--- config.mk ---
export PLATFORM = sky130hd
export DESIGN_NAME = pulse_gen
export DESIGN_NICKNAME = d
export VERILOG_FILES = /design/src/rtl/led_snake_pkg.sv /design/src/rtl/pulse_gen_phase_timer.sv /design/src/rtl/pulse_gen.sv
export SDC_FILE = /design/constraint.sdc
export NUM_CORES = 1
export LEC_CHECK = 0
export ABC_AREA = 1
export BUFFER_PORTS_ARGS = -buffer_cell sky130_fd_sc_hd__buf_2
export CORE_ASPECT_RATIO = 0.7
export CORE_MARGIN = 5
export CORE_UTILIZATION = 38
export CTS_CLUSTER_DIAMETER = 30
export DETAILED_ROUTE_END_ITERATION = 16
export PLACE_DENSITY = 0.65
export SYNTH_ARGS = -nofsm -noshare
export SYNTH_HDL_FRONTEND = slang
export SYNTH_HIERARCHICAL = 1
export SYNTH_SLANG_ARGS = --single-unit
--- constraint.sdc ---
create_clock -name clk_i -period 1.6 [get_ports clk_i]
set_input_delay 0.08 -clock clk_i [delete_from_list [all_inputs] [get_ports clk_i]]
set_output_delay 0.08 -clock clk_i [all_outputs]
set_load 0.05 [all_outputs]
--- src/rtl/led_snake_pkg.sv ---
// Shared definitions for the LED snake design: pulse generator FSM states and
// default burst parameters that must agree with the downstream pulse counter.
package led_snake_pkg;

   typedef enum logic [1:0] {
      IDLE = 2'd0,
      HIGH = 2'd1,
      LOW  = 2'd2
   } pg_state_e;

   localparam int CNT_MAX_DEF  = 24;
   localparam int HIGH_CYC_DEF = 4;
   localparam int LOW_CYC_DEF  = 4;

endpackage

--- src/rtl/pulse_gen_phase_timer.sv ---
// Loadable down-counter with a zero flag; times both the high and low phases
// of the pulse train.
module phase_timer #(
   parameter int W = 8
) (
   input  logic         clk_i,
   input  logic         rst_ni,
   input  logic         load_i,
   input  logic [W-1:0] val_i,
   output logic         zero_o
);

   logic [W-1:0] cnt_q, cnt_d;

   always_comb begin
      cnt_d = cnt_q;
      if (load_i) begin
         cnt_d = val_i;
      end else if (cnt_q != '0) begin
         cnt_d = cnt_q - W'(1);
      end
   end

   always_ff @(posedge clk_i or negedge rst_ni) begin
      if (!rst_ni) begin
         cnt_q <= '0;
      end else begin
         cnt_q <= cnt_d;
      end
   end

   assign zero_o = (cnt_q == '0);

endmodule

--- src/rtl/pulse_gen.sv ---
// Pulse-train transmitter: emits a clamped number of fixed-width pulses per
// start request. Define PULSE_GEN_ABORT_EN to add the abort_i input.
module pulse_gen
   import led_snake_pkg::*;
#(
   parameter int CNT_MAX  = CNT_MAX_DEF,
   parameter int CNT_W    = 5,
   parameter int HIGH_CYC = HIGH_CYC_DEF,
   parameter int LOW_CYC  = LOW_CYC_DEF,
   parameter int PH_W     = 8
) (
   input  logic             clk_i,
   input  logic             rst_ni,
   input  logic             start_i,
   input  logic [CNT_W-1:0] n_pulses_i,
   output logic             out_o,
   output logic             busy_o,
   output logic             done_o,
   output logic [CNT_W-1:0] sent_o
`ifdef PULSE_GEN_ABORT_EN
   ,
   input  logic             abort_i
`endif
);

   localparam logic [CNT_W-1:0] CntMax   = CNT_W'(CNT_MAX);
   localparam logic [PH_W-1:0]  HighLoad = PH_W'(HIGH_CYC - 1);
   localparam logic [PH_W-1:0]  LowLoad  = PH_W'(LOW_CYC - 1);

   pg_state_e        state_q, state_d;
   logic             out_q, out_d;
   logic             busy_q, busy_d;
   logic             done_q, done_d;
   logic [CNT_W-1:0] sent_q, sent_d;
   logic [CNT_W-1:0] target_q, target_d;
   logic [CNT_W-1:0] clamped;
   logic             tmr_load;
   logic [PH_W-1:0]  tmr_val;
   logic             tmr_zero;

   assign clamped = (n_pulses_i > CntMax) ? CntMax : n_pulses_i;

   phase_timer #(
      .W(PH_W)
   ) u_phase_timer (
      .clk_i (clk_i),
      .rst_ni(rst_ni),
      .load_i(tmr_load),
      .val_i (tmr_val),
      .zero_o(tmr_zero)
   );

   // An IDLE cycle with busy set is the tail of a zero-count burst.
   always_comb begin
      state_d  = state_q;
      out_d    = out_q;
      busy_d   = busy_q;
      done_d   = 1'b0;
      sent_d   = sent_q;
      target_d = target_q;
      tmr_load = 1'b0;
      tmr_val  = HighLoad;
      case (state_q)
         IDLE: begin
            if (busy_q) begin
               busy_d = 1'b0;
               done_d = 1'b1;
            end else if (start_i) begin
               target_d = clamped;
               sent_d   = '0;
               busy_d   = 1'b1;
               if (clamped != '0) begin
                  state_d  = HIGH;
                  out_d    = 1'b1;
                  tmr_load = 1'b1;
                  tmr_val  = HighLoad;
               end
            end
         end
         HIGH: begin
            if (tmr_zero) begin
               state_d  = LOW;
               out_d    = 1'b0;
               sent_d   = sent_q + CNT_W'(1);
               tmr_load = 1'b1;
               tmr_val  = LowLoad;
            end
         end
         LOW: begin
            if (tmr_zero) begin
               if (sent_q < target_q) begin
                  state_d  = HIGH;
                  out_d    = 1'b1;
                  tmr_load = 1'b1;
                  tmr_val  = HighLoad;
               end else begin
                  state_d = IDLE;
                  busy_d  = 1'b0;
                  done_d  = 1'b1;
               end
            end
         end
         default: begin
            state_d = IDLE;
            out_d   = 1'b0;
            busy_d  = 1'b0;
         end
      endcase
`ifdef PULSE_GEN_ABORT_EN
      // Abort overrides any phase transition; a cut-short high phase is not counted.
      if (abort_i && busy_q && (state_q != IDLE)) begin
         state_d  = IDLE;
         out_d    = 1'b0;
         busy_d   = 1'b0;
         done_d   = 1'b1;
         sent_d   = sent_q;
         tmr_load = 1'b0;
      end
`endif
   end

   always_ff @(posedge clk_i or negedge rst_ni) begin
      if (!rst_ni) begin
         state_q  <= IDLE;
         out_q    <= 1'b0;
         busy_q   <= 1'b0;
         done_q   <= 1'b0;
         sent_q   <= '0;
         target_q <= '0;
      end else begin
         state_q  <= state_d;
         out_q    <= out_d;
         busy_q   <= busy_d;
         done_q   <= done_d;
         sent_q   <= sent_d;
         target_q <= target_d;
      end
   end

   assign out_o  = out_q;
   assign busy_o = busy_q;
   assign done_o = done_q;
   assign sent_o = sent_q;

endmodule

# Word level (Yosys, flattened, before mapping)

Cells that the tools add are included.

Register bits: 23
Output and inout bits: 8

Add/subtract/negate cells: 2
Order comparisons: 2
Equality and inequality tests: 9
Muxes and demuxes: 37
Bitwise logic cells: 2
Reduce and logical (&&, ||, !) cells: 11

Operators with widths:

| cell                                                | count |
|---|---|
| two-way mux 1 bit                                   | 20 |
| two-way mux 5 bit                                   | 4 |
| two-way mux 8 bit                                   | 2 |
| != test 2 bit, second input constant                | 7 |
| two-way mux 2 bit                                   | 5 |
| case mux 5 bit (2 select lines)                     | 1 |
| case mux 1 bit (3 select lines)                     | 3 |
| zero test 8 bit                                     | 1 |
| nonzero test 8 bit                                  | 1 |
| subtractor 8 x 1 -> 8 bit, second input constant    | 1 |
| case mux 2 bit (3 select lines)                     | 1 |
| AND reduction 3 bit                                 | 2 |
| AND reduction 6 bit                                 | 1 |
| adder 5 x 1 -> 5 bit, second input constant         | 1 |
| > comparator 5 bit, second input constant           | 1 |
| < comparator 5 bit                                  | 1 |
| AND reduction 5 bit                                 | 1 |
| nonzero test 5 bit                                  | 1 |
| AND reduction 4 bit                                 | 1 |
| nonzero test 2 bit                                  | 2 |
| equality test 2 x 1 -> 1 bit, second input constant | 1 |
| equality test 2 bit, second input constant          | 1 |
| zero test 2 bit                                     | 1 |
| NOT 1 bit                                           | 2 |
| case mux 1 bit (2 select lines)                     | 1 |

# Depth between registers and ports, before layout

Depth after elaboration: 8
Depth in mapped cells: 14
Gate-level depth less buffers: 13

# Modules after synthesis

Netlist, hierarchy kept.

By module, submodules not included:

| module      | times used | cells each | area each (um^2) | sequential area each (um^2) |
|---|---|---|---|---|
| pulse_gen   | 1          | 110        | 863.3            | 375.4 |
| phase_timer | 1          | 71         | 513.0            | 200.2 |

# Worst setup path before layout

OpenSTA, ideal clock, no wires.

Kind: reg2reg
Start point: register sent_q[4] (netlist: sent_o[4])
End point: register u_phase_timer.cnt_q[0]
Setup time: 118 ps
Arrival time: 1,841 ps
Data required time: 1,482 ps
Setup slack: -359 ps
Cell stages (with the launch flop): 11
Buffers on the path: 1
Period minus slack after synthesis: 1,959 ps
Cell sequence: dfrtp_1 -> ha_1 -> a21oi_1 -> nand4_1 -> nand2_1 -> nand2_1 -> nand2_1 -> buf_2 -> o21ai_0 -> nand2_1 -> o21ai_2

Word-level cells in the longest chain between the ends: 5
Elaborated cells on any way between the ends: 6
Classes of those cells: order compare (1); mux (4); reduce/logical (1)

RTL lines:

| item                                                    | line                        | text |
|---|---|---|
| from (decl)                                             | pulse_gen.sv:34             | `logic [CNT_W-1:0] sent_q, sent_d;` |
| from (signal assigned)                                  | pulse_gen.sv:135            | `sent_q <= sent_d;` |
| < comparator 5 bit (*)                                  | pulse_gen.sv:91             | `if (sent_q < target_q) begin` |
| two-way mux 1 bit (*)                                   | pulse_gen.sv:91             |  |
| two-way mux 1 bit (*)                                   | pulse_gen.sv:90             | `if (tmr_zero) begin` |
| case mux 1 bit (3 select lines) (*)                     | pulse_gen.sv:63             | `case (state_q)` |
| named net tmr_load                                      | pulse_gen.sv:37             | `logic tmr_load;` |
| two-way mux 8 bit or nonzero test 2 bit (tied branches) | -                           |  |
| to (signal assigned)                                    | pulse_gen_phase_timer.sv:28 | `cnt_q <= cnt_d;` |
| to (decl)                                               | pulse_gen_phase_timer.sv:13 | `logic [W-1:0] cnt_q, cnt_d;` |

The timed path passes the listed nets; every way through them passes the cells marked *.
A chain may end at the register's enable or synchronous reset.

# Final worst setup path

Start point: register target_q[4]
End point: register u_phase_timer.cnt_q[1]

Word-level cells in the longest chain between the ends: 5
Elaborated cells on any way between the ends: 6
Classes of those cells: order compare (1); mux (4); reduce/logical (1)

RTL lines:

| item                                                    | line             | text |
|---|---|---|
| from (decl)                                             | pulse_gen.sv:35  | `logic [CNT_W-1:0] target_q, target_d;` |
| from (signal assigned)                                  | pulse_gen.sv:136 | `target_q <= target_d;` |
| < comparator 5 bit (*)                                  | pulse_gen.sv:91  |  |
| two-way mux 1 bit (*)                                   | pulse_gen.sv:91  |  |
| two-way mux 1 bit (*)                                   | pulse_gen.sv:90  |  |
| case mux 1 bit (3 select lines) (*)                     | pulse_gen.sv:63  |  |
| named net tmr_load                                      | pulse_gen.sv:37  |  |
| two-way mux 8 bit or nonzero test 2 bit (tied branches) | -                |  |

Marked as above.

==> impl_metrics.py <==
metrics = {
    "setup_path": {
        "endpoint_kind": "flip-flop",
        "start_kind": "flip-flop",
        "cp_cell_sequence": "inv_2 -> ha_4 -> a21oi_2 -> nand4_1 -> nand2_1 -> nand2_1 -> nand2_2 -> buf_4 -> nand2_1 -> o21ai_1 -> nand2_1 -> o21ai_2",
        "crit_path_frequent_cell": "nand2_1",
        "crit_arrival_ns": 1.89,
        "crit_path_start": "target_q[4]$_DFFE_PN0P_",
        "path_max_fanout": 6,
        "cpMaxStageDelayCell": "dfrtp_1",
        "path_class": "flip-flop to flip-flop",
        "reg2reg_from": "target_q[4]$_DFFE_PN0P_",
        "max_stage_delay_ns": 0.39,
        "required_ns": 1.80,
    },
    "routing": {
        "dr.first_iter.drc_count": 79,
        "drt_wl_total_um": 3243,
        "dr.pass1.iters": 4,
        "postRouteAntennaNets": 0,
        "vias": 1241,
        "wl_per_cell_um": 11.71,
        "drcViolationCount": 0,
        "via_per_inst": 4.480,
    },
    "outcome": {
        "violations": "setup timing",
        "status": "finished, violations left",
    },
    "die": {
        "dieHeight_um": 60.35,
        "placementRows": 18,
        "die_area_mm2": 0.004944,
        "fp.dieW_um": 81.93,
        "core_mm2": 0.003513,
        "initial_core_util": 0.3917,
        "io_pins": 16,
    },
    "placed_design": {
        "dpl_worst_slack_ns": -0.08118,
        "portBuffers": 15,
        "gp_congestion": 0.8031,
        "hpwl_um": 2381,
        "dp_cells": 264,
    },
    "synth": {
        "yosysSeqAreaShare": 0.4182,
        "synth_seq_cells": 23,
        "synthCells": 181,
        "synth_cell_types": 26,
        "synth_top_area_cell": "dfrtp_1",
        "synthTopCellsByArea": "dfrtp_1 (42%), nand2_1 (16%), inv_1 (6.0%)",
        "ys_warn_count": 6,
        "synth_top_area_frac": 0.4182,
        "synth_area_per_cell_um2": 7.604,
        "syn_area_mm2": 0.001376,
    },
    "cells_and_area": {
        "final_cell_mix": "nand2_1 (50), dfrtp_1 (19), buf_4 (18)",
        "drive_gt1_frac": 0.4097,
        "final_util": 0.5360,
        "antenna_cells": 0,
        "nets": 242,
        "areaGrowthSynthToFinish_pct": 36.82,
        "final_common_cell": "nand2_1",
        "final_cells": 277,
    },
    "global_route": {
        "grt_usage": 0.1468,
        "grt_max_degree": 24,
        "grt_pass1_vias": 1158,
        "antenna_found_initial": 0,
        "grt_pass1_wl_um": 5402,
        "grt_overflow": 0,
    },
    "clock_network": {
        "path_clk_slew_ns": 0.08,
        "cts_tree": "yes",
        "clock_path_buffers": 2,
        "numCtsBuffers": 3,
        "clock-sinks": 23,
        "htree_levels": 1,
        "clock_latency_ns": 0.27,
        "root_buffer": "clkbuf_8",
    },
    "timing": {
        "skew_ns": 0.004505,
        "setup_viol": 10,
        "post-route-period-util": 1.057,
        "finalWorstSetupSlack_ns": -0.09112,
        "relSlewSlack": 0.6391,
        "final.min_clock_period_ns": 1.691,
        "max_freq_mhz": 591.3,
        "rsz0062_at_grt": "yes",
        "finalHoldViolations": 0,
        "maxSlewViolCount": 0,
        "worstMarginPinSlew_ns": 0.5414,
    },
    "pwr": {
        "power.density_mw_per_mm2": 1775,
        "ir_worst_vdd_uv": 798.3,
        "p_leak_nw": 0.9391,
    },
    "worst_hold_path": {
        "holdCritStartpoint": "n_pulses_i[3]",
        "hold_class": "input port to flip-flop",
    },
    "flow_run": {
        "cap_violations": 0,
    },
}
-- sequential cells by signal, summed over array words and instances, names as in the netlist --
signal	flops
busy_o	1
target_q	5
out_o	1
sent_o	5
u_phase_timer/cnt_q	8
state_q	2
done_o	1
-- through the flow --
stage	TNS, ns	power (W)	cell area (µm²)	hold WS [ns]
4_1_cts	-0.5208	0.003082	1773	0.04497
6_report	-0.4954	0.003342	1883	0.04582
3_3_place_gp	-0.2212	0.002587	1682	0.09719
3_5_place_dp	-0.4821	0.002626	1682	0.09692
5_1_grt	-1.672	0.003666	1883	0.05220
2_1_floorplan	-0.7415	0.002182	1458	-0.2156
-- layer usage --
metal	wire (µm)	vias up	track usage
li1	-	660	-
met1	1698	565	0.2123
met2	1400	14	0.2140
met3	108	2	0.03709
met4	36	0	0.04976
met5	0	-	0
-- cell type report --
| class | instances | area (µm²) |
|---|---|---|
| Fill cell | 336 | 1630 |
| Timing Repair Buffer | 37 | 254.0 |
| Clock buffer | 4 | 45.04 |
| Multi-Input combinational cell | 137 | 843.3 |
| Sequential cell | 23 | 580.6 |
| Tap cell | 50 | 62.56 |
| Inverter | 26 | 97.59 |
-- worst paths after layout --
path / depth (start not counted) / end / slack [ns]
worst max-delay path: 12 / u_phase_timer/cnt_q[1]$_DFFE_PN0P_ / -0.09
worst min-delay path: 3 / target_q[3]$_DFFE_PN0P_ / 0.05
worst max register to register: 12 / u_phase_timer/cnt_q[1]$_DFFE_PN0P_ / -0.09
worst min register to register: 2 / out_o$_DFFE_PN0P_ / 0.48
max in group asynchronous: 2 / sent_o[4]$_DFFE_PN0P_ / 0.87
min in group asynchronous: 2 / target_q[2]$_DFFE_PN0P_ / 0.34
-- logic make-up (layout without fill, tap and decap cells) --
family / Yosys count / count (layout) / share of synthesized area
AO/OA/AOI/OAI: 22 / 22 / 0.09364
XOR/XNOR: 2 / 2 / 0.01273
adder cells (fa/ha/maj): 6 / 6 / 0.05454
buffers and inverters: 27 / 67 / 0.07454
flip-flops: 23 / 23 / 0.4182
other: 2 / 8 / 0.005457
AND/OR/NAND/NOR: 99 / 99 / 0.3409
-- power by group --
part / leakage [nW] / switching (W) / total (W) / internal, W
clock network: 0.0228 / 0.000190 / 0.000368 / 0.000178
logic: 0.634 / 0.00112 / 0.00194 / 0.000811
registers: 0.282 / 0.000203 / 0.00104 / 0.000834
-- synthesized netlist by cell type, drive strengths merged --
library cell,n
a21boi,1
nand3,12
buf,1
inv,25
dfrtp,23
xnor2,1
clkinv,1
nor3,2
conb,2
nor2,18
a21oi,3
ha,6
o21ai,16
nand4,4
o22ai,1
nand2,63
a31o,1
xor2,1
-- worst max-delay path: cells and delay by family, from the launching register on --
| family | cells | cell delay (ns) |
|---|---|---|
| DFF | 1 | 0.39 |
| buffers and inverters | 2 | 0.22 |
| AOI/OAI and AO/OA | 3 | 0.31 |
| adders and majority gates | 1 | 0.21 |
| and+or+nand+nor | 6 | 0.50 |
-- timing repair --
item / CTS / global route
resized for setup: 5 / 22
setup buffers: 3 / 5
endpoints found under the setup margin: 8 / 13
pin swaps: 6 / 6
hold endpoints to repair: 23 / 0
hold buffers: 1 / 0
Note: power is estimated with default switching activity, not from simulation.
